--- src/rtl/pipe_ctrl_pkg.sv ---
// Shared definitions for the pipeline hazard controller: register bit map
// of the hold/flush vectors and the squash FSM encoding.
package pipe_ctrl_pkg;

  localparam int HOLD_PC  = 0;
  localparam int HOLD_IF  = 1;
  localparam int HOLD_ID  = 2;
  localparam int HOLD_EX  = 3;
  localparam int HOLD_MEM = 4;

  localparam int NUM_REGS = 5;

  typedef enum logic {
    RUN   = 1'b0,
    FLUSH = 1'b1
  } state_e;

endpackage

--- src/rtl/pipe_ctrl_if.sv ---
// Request/response bundle between the pipeline stages and pipe_ctrl.
interface pipe_ctrl_if #(
  parameter int CNT_W = 32
);
  import pipe_ctrl_pkg::*;

  logic                mem_stall_i;
  logic                ex_busy_i;
  logic                load_use_i;
  logic                jump_req_i;
  logic [31:0]         jump_addr_i;
  logic [NUM_REGS-1:0] hold_en_o;
  logic [NUM_REGS-1:0] flush_o;
  logic                jump_en_o;
  logic [31:0]         jump_addr_o;
  logic [CNT_W-1:0]    stall_cnt_o;

  modport master (
    output mem_stall_i, ex_busy_i, load_use_i, jump_req_i, jump_addr_i,
    input  hold_en_o, flush_o, jump_en_o, jump_addr_o, stall_cnt_o
  );

  modport slave (
    input  mem_stall_i, ex_busy_i, load_use_i, jump_req_i, jump_addr_i,
    output hold_en_o, flush_o, jump_en_o, jump_addr_o, stall_cnt_o
  );

endinterface

--- src/rtl/pipe_ctrl_dff.sv ---
// Enabled D flip-flop with asynchronous active-high clear to zero.
module pipe_ctrl_dff #(
  parameter int W = 1
) (
  input  logic         clk,
  input  logic         rst,
  input  logic         en,
  input  logic [W-1:0] d,
  output logic [W-1:0] q
);

  always_ff @(posedge clk or posedge rst) begin
    if (rst)
      q <= '0;
    else if (en)
      q <= d;
  end

endmodule

--- src/rtl/pipe_ctrl.sv ---
// Merges MEM/EX/ID stall and redirect requests into hold/flush vectors and
// squashes if_id for FLUSH_CYC unstalled cycles after a taken jump.
module pipe_ctrl
  import pipe_ctrl_pkg::*;
#(
  parameter int FLUSH_CYC = 1,
  parameter int CNT_W     = 32
) (
  input  logic         clk,
  input  logic         rst,
  pipe_ctrl_if.slave   bus
);

  localparam logic [2:0] FLUSH_LD = 3'(FLUSH_CYC);

  state_e              state;
  logic [2:0]          cnt;
  logic [NUM_REGS-1:0] hold;
  logic [NUM_REGS-1:0] flush;
  logic                jump_en;
  logic                advance;
  logic [CNT_W-1:0]    stall_cnt;

  // Strict priority: MEM stall > EX busy > jump > load-use > squash window.
  always_comb begin
    hold    = '0;
    flush   = '0;
    jump_en = 1'b0;
    advance = 1'b0;
    if (bus.mem_stall_i) begin
      hold = '1;
    end else if (bus.ex_busy_i) begin
      hold[HOLD_PC] = 1'b1;
      hold[HOLD_IF] = 1'b1;
      hold[HOLD_ID] = 1'b1;
      flush[HOLD_EX] = 1'b1;
    end else begin
      advance = 1'b1;
      if (bus.jump_req_i) begin
        jump_en = 1'b1;
        flush[HOLD_IF] = 1'b1;
        flush[HOLD_ID] = 1'b1;
      end else begin
        if (bus.load_use_i) begin
          hold[HOLD_PC]  = 1'b1;
          hold[HOLD_IF]  = 1'b1;
          flush[HOLD_ID] = 1'b1;
        end
        if (state == FLUSH)
          flush[HOLD_IF] = 1'b1;
      end
    end
  end

  // The squash window only advances on cycles where EX and MEM are not held,
  // so stalls stretch it rather than eat into it.
  always_ff @(posedge clk or posedge rst) begin
    if (rst) begin
      state <= RUN;
      cnt   <= '0;
    end else if (advance) begin
      if (jump_en) begin
        if (FLUSH_CYC > 0) begin
          state <= FLUSH;
          cnt   <= FLUSH_LD;
        end
      end else if (state == FLUSH) begin
        if (cnt <= 3'd1) begin
          state <= RUN;
          cnt   <= '0;
        end else begin
          cnt <= cnt - 3'd1;
        end
      end
    end
  end

  pipe_ctrl_dff #(.W(CNT_W)) u_stall_cnt (
    .clk (clk),
    .rst (rst),
    .en  (hold[HOLD_PC]),
    .d   (stall_cnt + CNT_W'(1)),
    .q   (stall_cnt)
  );

  assign bus.hold_en_o   = hold;
  assign bus.flush_o     = flush;
  assign bus.jump_en_o   = jump_en;
  assign bus.jump_addr_o = bus.jump_addr_i;
  assign bus.stall_cnt_o = stall_cnt;

endmodule

--- src/flat_wrapper.sv ---
// flat-port wrapper written by rule: the top's interface ports become plain ports
module pipe_ctrl_flat import pipe_ctrl_pkg::*;
#(
  parameter int FLUSH_CYC = 1,
  parameter int CNT_W     = 32
)
  (clk, rst, bus_mem_stall_i, bus_ex_busy_i, bus_load_use_i, bus_jump_req_i, bus_jump_addr_i, bus_hold_en_o, bus_flush_o, bus_jump_en_o, bus_jump_addr_o, bus_stall_cnt_o);
  pipe_ctrl_if #(.CNT_W(CNT_W)) bus_i ();
  input  logic clk;
  input  logic rst;
  input wire logic [$bits(bus_i.mem_stall_i)-1:0] bus_mem_stall_i;
  input wire logic [$bits(bus_i.ex_busy_i)-1:0] bus_ex_busy_i;
  input wire logic [$bits(bus_i.load_use_i)-1:0] bus_load_use_i;
  input wire logic [$bits(bus_i.jump_req_i)-1:0] bus_jump_req_i;
  input wire logic [$bits(bus_i.jump_addr_i)-1:0] bus_jump_addr_i;
  output wire logic [$bits(bus_i.hold_en_o)-1:0] bus_hold_en_o;
  output wire logic [$bits(bus_i.flush_o)-1:0] bus_flush_o;
  output wire logic [$bits(bus_i.jump_en_o)-1:0] bus_jump_en_o;
  output wire logic [$bits(bus_i.jump_addr_o)-1:0] bus_jump_addr_o;
  output wire logic [$bits(bus_i.stall_cnt_o)-1:0] bus_stall_cnt_o;
  assign bus_i.mem_stall_i = bus_mem_stall_i;
  assign bus_i.ex_busy_i = bus_ex_busy_i;
  assign bus_i.load_use_i = bus_load_use_i;
  assign bus_i.jump_req_i = bus_jump_req_i;
  assign bus_i.jump_addr_i = bus_jump_addr_i;
  assign bus_hold_en_o = bus_i.hold_en_o;
  assign bus_flush_o = bus_i.flush_o;
  assign bus_jump_en_o = bus_i.jump_en_o;
  assign bus_jump_addr_o = bus_i.jump_addr_o;
  assign bus_stall_cnt_o = bus_i.stall_cnt_o;
  pipe_ctrl #(.FLUSH_CYC(FLUSH_CYC), .CNT_W(CNT_W)) u_core (.clk(clk), .rst(rst), .bus(bus_i));
endmodule
--- config.mk ---
export PLATFORM = sky130hd
export DESIGN_NAME = pipe_ctrl_flat
export DESIGN_NICKNAME = d
export VERILOG_FILES = /design/src/rtl/pipe_ctrl_pkg.sv /design/src/rtl/pipe_ctrl_if.sv /design/src/rtl/pipe_ctrl_dff.sv /design/src/rtl/pipe_ctrl.sv /design/src/flat_wrapper.sv
export SDC_FILE = /design/constraint.sdc
export NUM_CORES = 1
export LEC_CHECK = 0
export ABC_AREA = 1
export CORE_MARGIN = 1
export CORE_UTILIZATION = 40
export CTS_CLUSTER_DIAMETER = 80
export DETAILED_ROUTE_END_ITERATION = 8
export DONT_BUFFER_PORTS = 1
export PLACE_DENSITY_LB_ADDON = 0.15
export SKIP_LAST_GASP = 1
export SYNTH_ARGS = -nofsm -noshare
export SYNTH_HDL_FRONTEND = slang
export SYNTH_HIERARCHICAL = 1
export SYNTH_SLANG_ARGS = --single-unit
--- constraint.sdc ---
create_clock -name clk -period 4.2 [get_ports clk]
set_input_delay 0.42 -clock clk [delete_from_list [all_inputs] [get_ports clk]]
set_output_delay 0.42 -clock clk [all_outputs]
set_load 0.05 [all_outputs]
Word level (Yosys, flattened, before mapping)
Index checks and enable logic that the tools add are counted.
{"block": "op_classes", "n_addsub": 2, "n_lt_le_gt_ge": 1, "mux": 22, "n_reduce_logical": 2}
{"operator": "adder 32 x 1 -> 32 bit, second input constant", "n": 1}
{"operator": "2-to-1 mux 3 bit", "n": 5}
{"operator": "2-to-1 mux 2 bit", "n": 6}
{"operator": "2-to-1 mux 1 bit", "n": 11}
{"operator": "<= comparator 3 x 1 -> 1 bit, second input constant", "n": 1}
{"operator": "subtractor 3 x 1 -> 3 bit, second input constant", "n": 1}
{"operator": "AND reduction 2 bit", "n": 1}
{"operator": "nonzero test 2 bit", "n": 1}
{"block": "word_totals", "ff_bits": 36, "input_bits": 38, "out_inout_bits": 75, "word_cells": 30}

Logic depth before layout (Yosys ltp)
{"block": "depth", "ltp_word": 5, "ltp_mapped": 10}

Hierarchy
Netlist, hierarchy kept.
{"module": "pipe_ctrl", "instances": 1, "cells_per_inst": 260, "area_each_um2": 1441.4}
{"module": "pipe_ctrl_dff", "instances": 1, "cells_per_inst": 137, "area_each_um2": 1296.2}

Worst setup path after synthesis
Ideal clock, no wire load.
{"block": "synth_timing", "kind": "input to output", "startpoint": "input port bus_load_use_i", "endpoint": "output port bus_hold_en_o[1]", "arrival_time_ps": 2074, "t_required_ps": 3780, "path_slack_ps": 1706, "cell_stages": 3, "cell_sequence": "inv_1 -> o21ai_0 -> buf_4"}
{"block": "synth_via", "elab_chain_cells": 4}
{"item": "from (decl)", "line": "flat_wrapper.sv:13", "source": "input wire logic [$bits(bus_i.load_use_i)-1:0] bus_load_use_i;"}
{"item": "2-to-1 mux 2 bit", "line": "pipe_ctrl.sv:44", "source": "if (bus.load_use_i) begin"}
{"item": "2-to-1 mux 2 bit", "line": "pipe_ctrl.sv:39", "source": "if (bus.jump_req_i) begin"}
{"item": "2-to-1 mux 2 bit", "line": "pipe_ctrl.sv:32", "source": "end else if (bus.ex_busy_i) begin"}
{"item": "2-to-1 mux 3 bit", "line": "pipe_ctrl.sv:30", "source": "if (bus.mem_stall_i) begin"}
{"item": "to (decl)", "line": "flat_wrapper.sv:16", "source": "output wire logic [$bits(bus_i.hold_en_o)-1:0] bus_hold_en_o;"}
No other way between the ends.

Worst setup path after layout
{"block": "layout_timing", "startpoint": "input port bus_load_use_i", "endpoint": "output port bus_hold_en_o[0]"}
The elaborated chain is that of the path after synthesis.

==> out/results.tsv <==
metric	value	unit
CP cell instances	inv_1 -> o21ai_4 -> buf_4	
worst slew pin tran	0.958	ns
Max Cap Viol	0	
DRT antenna net count	0	
multi-input combinational cell area	1360	um^2
via count	2034	
power density cells	363	nW/um^2
endpoints failing setup	0	
fmax	0.487	GHz
Hold WS	0.110	ns
Synth top area share	32.9	%
Final WS setup	2.15	ns
Seq/Total Area, Yosys	32.9	%
Mapped Area	2740	um^2
number of I/O port buffers	0	
H-Tree Depth	2	
commonest non-fill, non-tap cell in the layout	nand2_1	
Synth area leaders	dfrtp_1, nand2_1, buf_4, nor2_1, inv_1	
Max-slew headroom	35.9	%
unrepaired setup endpoints after global routing	no	
CP Class	input port to primary output	
total wire length	5.52	mm
final hold viol count	0	
Fin Setup TNS	0	ns
Die ar.	7180	um^2
CP max stage delay	0.73	ns
Final period util	48.9	%
Worst VDD drop	0.156	mV
initial antenna violation count	0	
status	finished with violations	
Critical Path End Type	primary output	
HP Class	input port to async pin	
Total GRT Usage	17.1	%
clk_lat worst skew	0.29	ns
vias in the first global route	1986	
clock skew	0.00436	ns
fin. max-slew vios	0	
wire length per cell	12.6	um
Die Span Y	84.7	um
Root Buffer	clkbuf_8	
nets	405	
Synth Area per Inst	6.90	um^2
Critical Path Source Type	input port	
Fillers	707	
Cell Rows	29	
largest net degree at the start of global routing	35	
first-pass GRT wire length	9.72	mm
Placeable Area	6490	um^2
P&R area growth vs syn	-5.85	%
DRT Pass-1 Iters	8	
leading area contributor after synthesis	dfrtp_1	
post_cts resized	0	
Synth Register Bits	36	
grt total ovfl	0	
reg2reg setup slack	2.22	ns
Gate Count Post-Synth	397	
synth unique cells	22	
Slowest-stage cell, CP	o21ai_4	
share of layout cells above drive strength 1	10.5	%
CTS tree	done	
most frequent cells in the layout	nand2_1, dfrtp_1, nor2_1, inv_1, nand2_2	
violated checks	design-rule violations	
Worst Path Arrival	1.63	ns
routed via count divided by cell count	4.62	
Worst Path Required	3.78	ns
Num CTS Buffers	5	
CTS sink count	36	
Post-CTS Setup Inserts	0	
Initial DRC Count	93	
Setup WS pre-CTS	2.09	ns
clk slew on worst S/H paths	0.07	ns
Initial Utilization	42.1	%
Residual DRC	9	
Lkg Pwr	0.00132	uW
Seq. cell area	901	um^2
CP Max Fanout	34	
Antenna diodes	0	
Placer Congestion	0.781	
Post-DP HPWL	4.02	mm
die outline width	84.7	um
Ports	113	
warnings from Yosys	6	
minimum clock period	2.05	ns
Max Root-Sink Buffers	2	
## state kept, by name (all words and copies together), names as in the netlist
name,count
u_core/cnt,3
u_core/u_stall_cnt/q,32
u_core/state,1
## path summary, 6_finish.rpt
kind | from | end | cells past startpoint
setup / recovery | bus_load_use_i | bus_hold_en_o[0] | 3
hold / removal | rst | u_core/u_stall_cnt/q[12] | 2
setup reg to reg | u_core/u_stall_cnt/q[1] | u_core/u_stall_cnt/q[28] | 10
hold reg to reg | u_core/state | u_core/state | 2
max in group asynchronous | rst | u_core/cnt[1] | 2
min in group clk | bus_jump_req_i | u_core/state | 2
## power breakdown
group / total (uW) / internal [uW] / switching [uW]
clock network: 227 / 107 / 120
registers: 532 / 386 / 147
logic: 175 / 59.8 / 115
total: 935 / 553 / 382
## Yosys cell counts, drive strengths merged
| library cell | number |
|---|---|
| a21oi | 2 |
| clkbuf | 3 |
| nand3 | 10 |
| inv | 30 |
| xnor2 | 4 |
| buf | 41 |
| dfrtp | 36 |
| conb | 1 |
| nand2 | 197 |
| xor2 | 11 |
| o21ai | 4 |
| ha | 2 |
| nand3b | 8 |
| o211ai | 1 |
| nor2 | 47 |
## timing repair
action	CTS	global route
hold endpoints to repair	4	0
hold buffers	1	0
setup endpoints to repair	0	0
## layer usage
| layer | vias up | global-route usage, % | part of all wire (%) |
|---|---|---|---|
| met5 | - | 0 | 0 |
| met4 | 0 | 5.86 | 1.9 |
| met3 | 10 | 4.13 | 3.8 |
| met2 | 39 | 28.6 | 47 |
| met1 | 903 | 21.5 | 47 |
| li1 | 1082 | - | - |
## stage by stage
step	util (%)	cells	cell area, um^2	total power (uW)
4_1_cts	39.7	440	2580	949
3_3_place_gp	38.5	434	2500	713
2_1_floorplan	-	398	2740	777
6_report	39.7	440	2580	935
5_1_grt	39.7	440	2580	992
3_5_place_dp	38.5	434	2500	718
## kinds of logic (layout without fill, tap and decap cells)
kind of cell	after synthesis	after routing	synth area share, %
AO/OA/AOI/OAI	7	7	1.37
XOR/XNOR	15	15	4.80
adder cells (fa/ha/maj)	2	2	0.914
buffers and inverters	74	39	18.0
flip-flops	36	36	32.9
other	1	2	0.137
AND/OR/NAND/NOR	262	262	41.9
## critical path: cells and delay by family
| kind | cells | cell delay [ns] |
|---|---|---|
| compound gates | 1 | 0.73 |
| buf+inv | 2 | 0.48 |
## cell type report
class / count / area share (%)
Clock buffer: 5 / 2.67
Inverter: 30 / 4.66
Multi-Input combinational cell: 288 / 52.7
Sequential cell: 36 / 35.0
Tap cell: 77 / 3.74
Timing Repair Buffer: 4 / 1.26
No activity file was read; power rests on OpenSTA's default activity.
